--- src/rtl/multi_cycle_controller.sv ---
// Multi-cycle MIPS control FSM: FETCH/DECODE/EXECUTE/MEM/WB sequencing with
// a memory ready handshake, illegal-opcode trap and memory-timeout bus error.
//
// Optional feature macro: JUMP_CTRL_EN (adds the JUMP state for opcode j).
//
// Ports:
//   Clock, Reset         rising-edge clock, asynchronous active-high reset
//   Op_Code, Function    IR[31:26] / IR[5:0]
//   Zero                 ALU zero flag (branch condition)
//   Memory_Ready         memory completes current access this cycle
//   PC_Write, IR_Write   PC / IR load enables
//   I_or_D               memory address select (0 PC, 1 ALUOut)
//   Memory_Read/Write    memory requests, held until Memory_Ready
//   Memory_to_Register   write-back data from MDR
//   ALU_Source_A/B       ALU operand selects
//   ALU_Control          ALU op (0 add .. 7 sltu), zero-extended
//   PC_Source            0 ALU, 1 ALUOut, 2 jump target
//   Register_Destination 1 rd, 0 rt
//   Register_Write       register-file write enable
//   Sign_Zero            1 sign-extend imm, 0 zero-extend
//   Illegal_Instruction  sticky illegal-opcode flag
//   Bus_Error            sticky memory-timeout flag
module multi_cycle_controller #(
   parameter int ALU_CTRL_WIDTH = 3,
   parameter int WAIT_LIMIT     = 15
) (
   input  logic                      Clock,
   input  logic                      Reset,
   input  logic [5:0]                Op_Code,
   input  logic [5:0]                Function,
   input  logic                      Zero,
   input  logic                      Memory_Ready,
   output logic                      PC_Write,
   output logic                      IR_Write,
   output logic                      I_or_D,
   output logic                      Memory_Read,
   output logic                      Memory_Write,
   output logic                      Memory_to_Register,
   output logic                      ALU_Source_A,
   output logic [1:0]                ALU_Source_B,
   output logic [ALU_CTRL_WIDTH-1:0] ALU_Control,
   output logic [1:0]                PC_Source,
   output logic                      Register_Destination,
   output logic                      Register_Write,
   output logic                      Sign_Zero,
   output logic                      Illegal_Instruction,
   output logic                      Bus_Error
);

   localparam logic [3:0] S_FETCH     = 4'd0;
   localparam logic [3:0] S_DECODE    = 4'd1;
   localparam logic [3:0] S_EXECUTE   = 4'd2;
   localparam logic [3:0] S_ALU_WB    = 4'd3;
   localparam logic [3:0] S_IMM_EXEC  = 4'd4;
   localparam logic [3:0] S_IMM_WB    = 4'd5;
   localparam logic [3:0] S_MEM_ADDR  = 4'd6;
   localparam logic [3:0] S_MEM_READ  = 4'd7;
   localparam logic [3:0] S_MEM_WRITE = 4'd8;
   localparam logic [3:0] S_MEM_WB    = 4'd9;
   localparam logic [3:0] S_BRANCH    = 4'd10;
   localparam logic [3:0] S_TRAP      = 4'd11;
`ifdef JUMP_CTRL_EN
   localparam logic [3:0] S_JUMP      = 4'd12;
   localparam logic [5:0] OP_J        = 6'b000010;
`endif

   localparam logic [5:0] OP_RTYPE = 6'b000000;
   localparam logic [5:0] OP_LW    = 6'b100011;
   localparam logic [5:0] OP_SW    = 6'b101011;
   localparam logic [5:0] OP_BEQ   = 6'b000100;
   localparam logic [5:0] OP_BNE   = 6'b000101;

   // Last wait cycle index; a miss here is the timeout.
   localparam logic [7:0] LAST_WAIT = 8'(WAIT_LIMIT - 1);

   logic [3:0] state_q, state_d;
   logic [7:0] cnt_q, cnt_d;
   logic [5:0] op_q, op_d;
   logic [5:0] fn_q, fn_d;
   logic       ill_q, ill_d;
   logic       bus_q, bus_d;
   logic       r_legal;
   logic [2:0] alu_c;

   function automatic logic [2:0] r_alu(input logic [5:0] f);
      case (f)
         6'h22, 6'h23: r_alu = 3'd1;
         6'h24:        r_alu = 3'd2;
         6'h25:        r_alu = 3'd3;
         6'h26:        r_alu = 3'd4;
         6'h27:        r_alu = 3'd5;
         6'h2A:        r_alu = 3'd6;
         6'h2B:        r_alu = 3'd7;
         default:      r_alu = 3'd0;
      endcase
   endfunction

   function automatic logic [2:0] i_alu(input logic [5:0] o);
      case (o)
         6'b001010: i_alu = 3'd6;
         6'b001011: i_alu = 3'd7;
         6'b001100: i_alu = 3'd2;
         6'b001101: i_alu = 3'd3;
         6'b001110: i_alu = 3'd4;
         default:   i_alu = 3'd0;
      endcase
   endfunction

   assign r_legal = Function inside {6'h20, 6'h21, 6'h22, 6'h23, 6'h24,
                                     6'h25, 6'h26, 6'h27, 6'h2A, 6'h2B};

   always_comb begin
      state_d = state_q;
      cnt_d   = cnt_q;
      op_d    = op_q;
      fn_d    = fn_q;
      ill_d   = ill_q;
      bus_d   = bus_q;
      case (state_q)
         S_FETCH, S_MEM_READ, S_MEM_WRITE: begin
            if (Memory_Ready) begin
               if (state_q == S_FETCH)
                  state_d = S_DECODE;
               else if (state_q == S_MEM_READ)
                  state_d = S_MEM_WB;
               else
                  state_d = S_FETCH;
            end else if (cnt_q == LAST_WAIT) begin
               state_d = S_TRAP;
               bus_d   = 1'b1;
            end else begin
               cnt_d = cnt_q + 8'd1;
            end
         end
         S_DECODE: begin
            op_d = Op_Code;
            fn_d = Function;
            case (Op_Code)
               OP_RTYPE:       state_d = r_legal ? S_EXECUTE : S_TRAP;
               OP_LW, OP_SW:   state_d = S_MEM_ADDR;
               OP_BEQ, OP_BNE: state_d = S_BRANCH;
               6'b001000, 6'b001001, 6'b001010, 6'b001011,
               6'b001100, 6'b001101, 6'b001110:
                               state_d = S_IMM_EXEC;
`ifdef JUMP_CTRL_EN
               OP_J:           state_d = S_JUMP;
`endif
               default:        state_d = S_TRAP;
            endcase
            if (state_d == S_TRAP)
               ill_d = 1'b1;
         end
         S_EXECUTE:  state_d = S_ALU_WB;
         S_IMM_EXEC: state_d = S_IMM_WB;
         S_MEM_ADDR: state_d = (op_q == OP_LW) ? S_MEM_READ : S_MEM_WRITE;
         S_ALU_WB, S_IMM_WB, S_MEM_WB, S_BRANCH:
                     state_d = S_FETCH;
`ifdef JUMP_CTRL_EN
         S_JUMP:     state_d = S_FETCH;
`endif
         default:    state_d = state_q;
      endcase
      // Every state change restarts the wait count, covering entry
      // into all three memory states.
      if (state_d != state_q)
         cnt_d = '0;
   end

   always_ff @(posedge Clock or posedge Reset) begin
      if (Reset) begin
         state_q <= S_FETCH;
         cnt_q   <= '0;
         op_q    <= '0;
         fn_q    <= '0;
         ill_q   <= 1'b0;
         bus_q   <= 1'b0;
      end else begin
         state_q <= state_d;
         cnt_q   <= cnt_d;
         op_q    <= op_d;
         fn_q    <= fn_d;
         ill_q   <= ill_d;
         bus_q   <= bus_d;
      end
   end

   always_comb begin
      PC_Write             = 1'b0;
      IR_Write             = 1'b0;
      I_or_D               = 1'b0;
      Memory_Read          = 1'b0;
      Memory_Write         = 1'b0;
      Memory_to_Register   = 1'b0;
      ALU_Source_A         = 1'b0;
      ALU_Source_B         = 2'd0;
      alu_c                = 3'd0;
      PC_Source            = 2'd0;
      Register_Destination = 1'b0;
      Register_Write       = 1'b0;
      Sign_Zero            = 1'b0;
      case (state_q)
         S_FETCH: begin
            Memory_Read  = 1'b1;
            ALU_Source_B = 2'd1;
            if (Memory_Ready) begin
               IR_Write = 1'b1;
               PC_Write = 1'b1;
            end
         end
         S_DECODE: begin
            ALU_Source_B = 2'd3;
            Sign_Zero    = 1'b1;
         end
         S_EXECUTE: begin
            ALU_Source_A = 1'b1;
            alu_c        = r_alu(fn_q);
         end
         S_ALU_WB: begin
            Register_Write       = 1'b1;
            Register_Destination = 1'b1;
         end
         S_IMM_EXEC, S_IMM_WB: begin
            ALU_Source_A   = 1'b1;
            ALU_Source_B   = 2'd2;
            alu_c          = i_alu(op_q);
            Sign_Zero      = op_q inside {6'b001000, 6'b001001,
                                          6'b001010, 6'b001011};
            Register_Write = (state_q == S_IMM_WB);
         end
         S_MEM_ADDR: begin
            ALU_Source_A = 1'b1;
            ALU_Source_B = 2'd2;
            Sign_Zero    = 1'b1;
         end
         S_MEM_READ: begin
            I_or_D      = 1'b1;
            Memory_Read = 1'b1;
         end
         S_MEM_WRITE: begin
            I_or_D       = 1'b1;
            Memory_Write = 1'b1;
         end
         S_MEM_WB: begin
            Register_Write     = 1'b1;
            Memory_to_Register = 1'b1;
         end
         S_BRANCH: begin
            ALU_Source_A = 1'b1;
            alu_c        = 3'd1;
            PC_Source    = 2'd1;
            // bne is the only branch with op bit 0 set.
            PC_Write     = op_q[0] ? ~Zero : Zero;
         end
`ifdef JUMP_CTRL_EN
         S_JUMP: begin
            PC_Write  = 1'b1;
            PC_Source = 2'd2;
         end
`endif
         default: ;
      endcase
   end

   assign ALU_Control         = ALU_CTRL_WIDTH'(alu_c);
   assign Illegal_Instruction = ill_q;
   assign Bus_Error           = bus_q;

endmodule

--- config.mk ---
export PLATFORM = sky130hd
export DESIGN_NAME = multi_cycle_controller
export DESIGN_NICKNAME = d
export VERILOG_FILES = /design/src/rtl/multi_cycle_controller.sv
export SDC_FILE = /design/constraint.sdc
export NUM_CORES = 1
export LEC_CHECK = 0
export ABC_AREA = 0
export CAP_MARGIN = 20
export CORE_AREA = 2 2 80 82
export DETAILED_ROUTE_END_ITERATION = 16
export DIE_AREA = 0 0 82 84
export REMOVE_ABC_BUFFERS = 1
export SYNTH_ARGS = -nofsm -noshare
export SYNTH_HDL_FRONTEND = slang
export SYNTH_SLANG_ARGS = --single-unit
--- constraint.sdc ---
create_clock -name Clock -period 3.2 [get_ports Clock]
set_input_delay 0.32 -clock Clock [delete_from_list [all_inputs] [get_ports Clock]]
set_output_delay 0.32 -clock Clock [all_outputs]
set_load 0.02 [all_outputs]
==> results.yml <==
logic_synthesis:
  ys_seq_elements: 26
  post-synth-top-area-cell: "dfrtp_1"
  synth_cells: 213
  async_flop_share_pct: 100
  syn_avg_cell_area_um2: 8.24
  synth_area_um2: 1760
  synth_common_cells: "nand2_1 (34), dfrtp_1 (26), nor2_1 (22)"
  synth.top_cell.area_share_pct: 37.1
  synth_edf_count: 0
  yosysWarnings: 0
  yosysMostFrequentCell: "nand2_1"
  ys_types: 48
  synth_area_leaders: "dfrtp_1 (37%), nand2_1 (7.3%), nor2_1 (4.7%), xor2_1 (4.5%), o21ai_0 (3.7%)"
  synth.yosys.seq_area_share_pct: 37.1
  yosys_most_used_dff: "dfrtp_1"
timing:
  whs_ns: 0.404
  finClkSkew_ns: 0.00402
  relSlewSlack_pct: 61.2
  rsz0062_at_grt: "no"
  fin_crit_ns: 2.81
  finalSetupViolations: 0
  fin_ws_ns: 0.392
  hold_violations: 0
  fin_crit_sh_pct: 87.7
  fmax_mhz: 356
  setup_tns_ns: 0
  final-max-slew-violation-count: 0
  tightestPinTransition_ns: 0.577
pwr:
  power.net_switching_uw: 129
  leakagePower_uw: 0.000917
  internal-power_uw: 463
  power_density_nw_per_um2: 268
  p_seq_share_pct: 56.0
  peakVddDrop_mv: 0.141
  p_sw_share_pct: 21.8
  p_clk_share_pct: 36.4
  comb_power_share_pct: 7.6
clock_tree:
  ctsHoldBuffers: 0
  clk_pin_slew_ns: 0.09
  cts_root_buf: "clkbuf_8"
  cts_tree: "built"
  cts_inserted_buffers: 3
  cts_buffer_depth: 2
  worstSkewPairLatency_ns: 0.27
  cts_sinks: 26
  h-tree-depth: 1
  cts_setup_buffers: 0
  post_cts_resized: 0
floorplanning:
  die_h_um: 84
  die_area_um2: 6890
  core_um2: 6100
  start_util_pct: 28.8
  placementRows: 29
  die_w_um: 82
  ios: 35
critical_path:
  start_kind: "flip-flop"
  crit_buf_inv: 1
  worst_ep_required_time_ns: 2.88
  crit_path_max_fanout: 21
  critPathTopFamily: "simple AND/OR/NAND/NOR gates"
  arrival_ns: 2.49
  cp_slowest_stage_delay_ns: 0.63
  worstSetupPathType: "reg2out"
  cp_slowest_cell: "clkdlybuf4s50_1"
  crit_chain: "nand2b_1, or3_1, o221ai_1, clkdlybuf4s50_1"
  end_kind: "output port"
layout:
  num_antenna_cells: 0
  nets: 262
  area_growth_pct: 26.2
  fin_util_pct: 36.3
  layout-drive-gt1-share_pct: 7.82
global_route:
  gr-usage-met3_pct: 2.06
  grt_pass1_wl_mm: 7.34
  grt_max_degree: 27
  grt.busiest_layer: "met1"
  grt.overflow.total: 0
  gr-usage-met2_pct: 19.6
  grt_pass1_vias: 1550
  track_usage_pct: 13.3
  antenna_found_initial: 0
  use_met1_pct: 19.8
routing:
  wl_per_cell_um: 13.5
  drt_iter0_markers: 149
  antenna_left: 0
  vias: 1634
  viasPerCell: 5.11
  wl_mm: 4.32
  drcViolationCount: 0
  drt_pass1_iterations: 4
outcome:
  status: "complete, no violations"
placement:
  io_buffers: 33
  place_hpwl_mm: 3.29
  dp_slack_ns: 0.696
  gp_congestion: 0.832
hold_path:
  hold_class: "in2async"
job:
  maxCapViolCount: 0
-- registers in the layout, summed over array words and instances (netlist names) --
signal               count
Bus_Error                1
Illegal_Instruction      1
cnt_q                    8
fn_q                     6
op_q                     6
state_q                  4
-- path summary, 6_finish.rpt --
path | from | end | slack [ns] | cells past startpoint
max | state_q[1]$_DFF_PP0_ | Sign_Zero | 0.39 | 4
min | Reset | fn_q[5]$_DFFE_PP0P_ | 0.40 | 2
max reg2reg | state_q[2]$_DFF_PP0_ | cnt_q[1]$_DFFE_PP0P_ | 1.09 | 6
min reg2reg | Bus_Error$_DFFE_PP0P_ | Bus_Error$_DFFE_PP0P_ | 0.47 | 1
max in group asynchronous | Reset | state_q[0]$_DFF_PP0_ | 2.30 | 3
min in group Clock | Bus_Error$_DFFE_PP0P_ | Bus_Error$_DFFE_PP0P_ | 0.47 | 1
-- final cells by class --
type | count | area, um^2
fill | 655 | 3880
clock buffer | 4 | 55.1
multi-input combinational | 168 | 1010
inverter | 8 | 30.0
tap | 77 | 96.3
sequential | 26 | 651
timing repair buffer | 37 | 368
-- routing by layer --
| metal | wire length [um] | part of all wire (%) |
|---|---|---|
| met2 | 1980 | 46 |
| met5 | 0 | 0 |
| met1 | 2040 | 47 |
| met3 | 271 | 6.3 |
| met4 | 28 | 0.65 |
-- power groups by stage --
stage	clock network (uW)	logic [uW]	registers, uW
floorplan	0	14.6	338
detailed placement	0	43.7	338
finish	215	45.3	332
CTS	224	43.9	332
global route	236	49.9	332
global placement	0	43.2	338
-- cell usage in the layout (no fill, tap or decap), drive strengths merged, types with 6 or more instances in the layout --
cell type      Yosys  layout
nor2              22      22
nand3              7       7
nor3               8       8
dfrtp             26      26
nand2b             6       6
xor2               9       9
a21oi             10      10
nand2             34      34
nand4              7       7
o21ai             13      13
inv                8       8
clkdlybuf4s50      0      33
-- through the flow --
| step | area [um^2] | cells | power [uW] |
|---|---|---|---|
| floorplan | 1700 | 202 | 352 |
| global route | 2210 | 320 | 618 |
| finish | 2210 | 320 | 592 |
| detailed placement | 2140 | 315 | 382 |
| CTS | 2200 | 319 | 599 |
| global placement | 2140 | 315 | 381 |
-- logic make-up after synthesis --
family / after synthesis / synth area share (%)
compound gates: 44 / 16.1
xor+xnor: 11 / 5.49
fa+ha+maj: 2 / 1.43
buf+inv: 19 / 5.13
flops: 26 / 37.1
mux: 4 / 2.57
other cells: 1 / 0.214
simple gates: 106 / 32.0
Note: power is estimated with default switching activity, not from simulation.
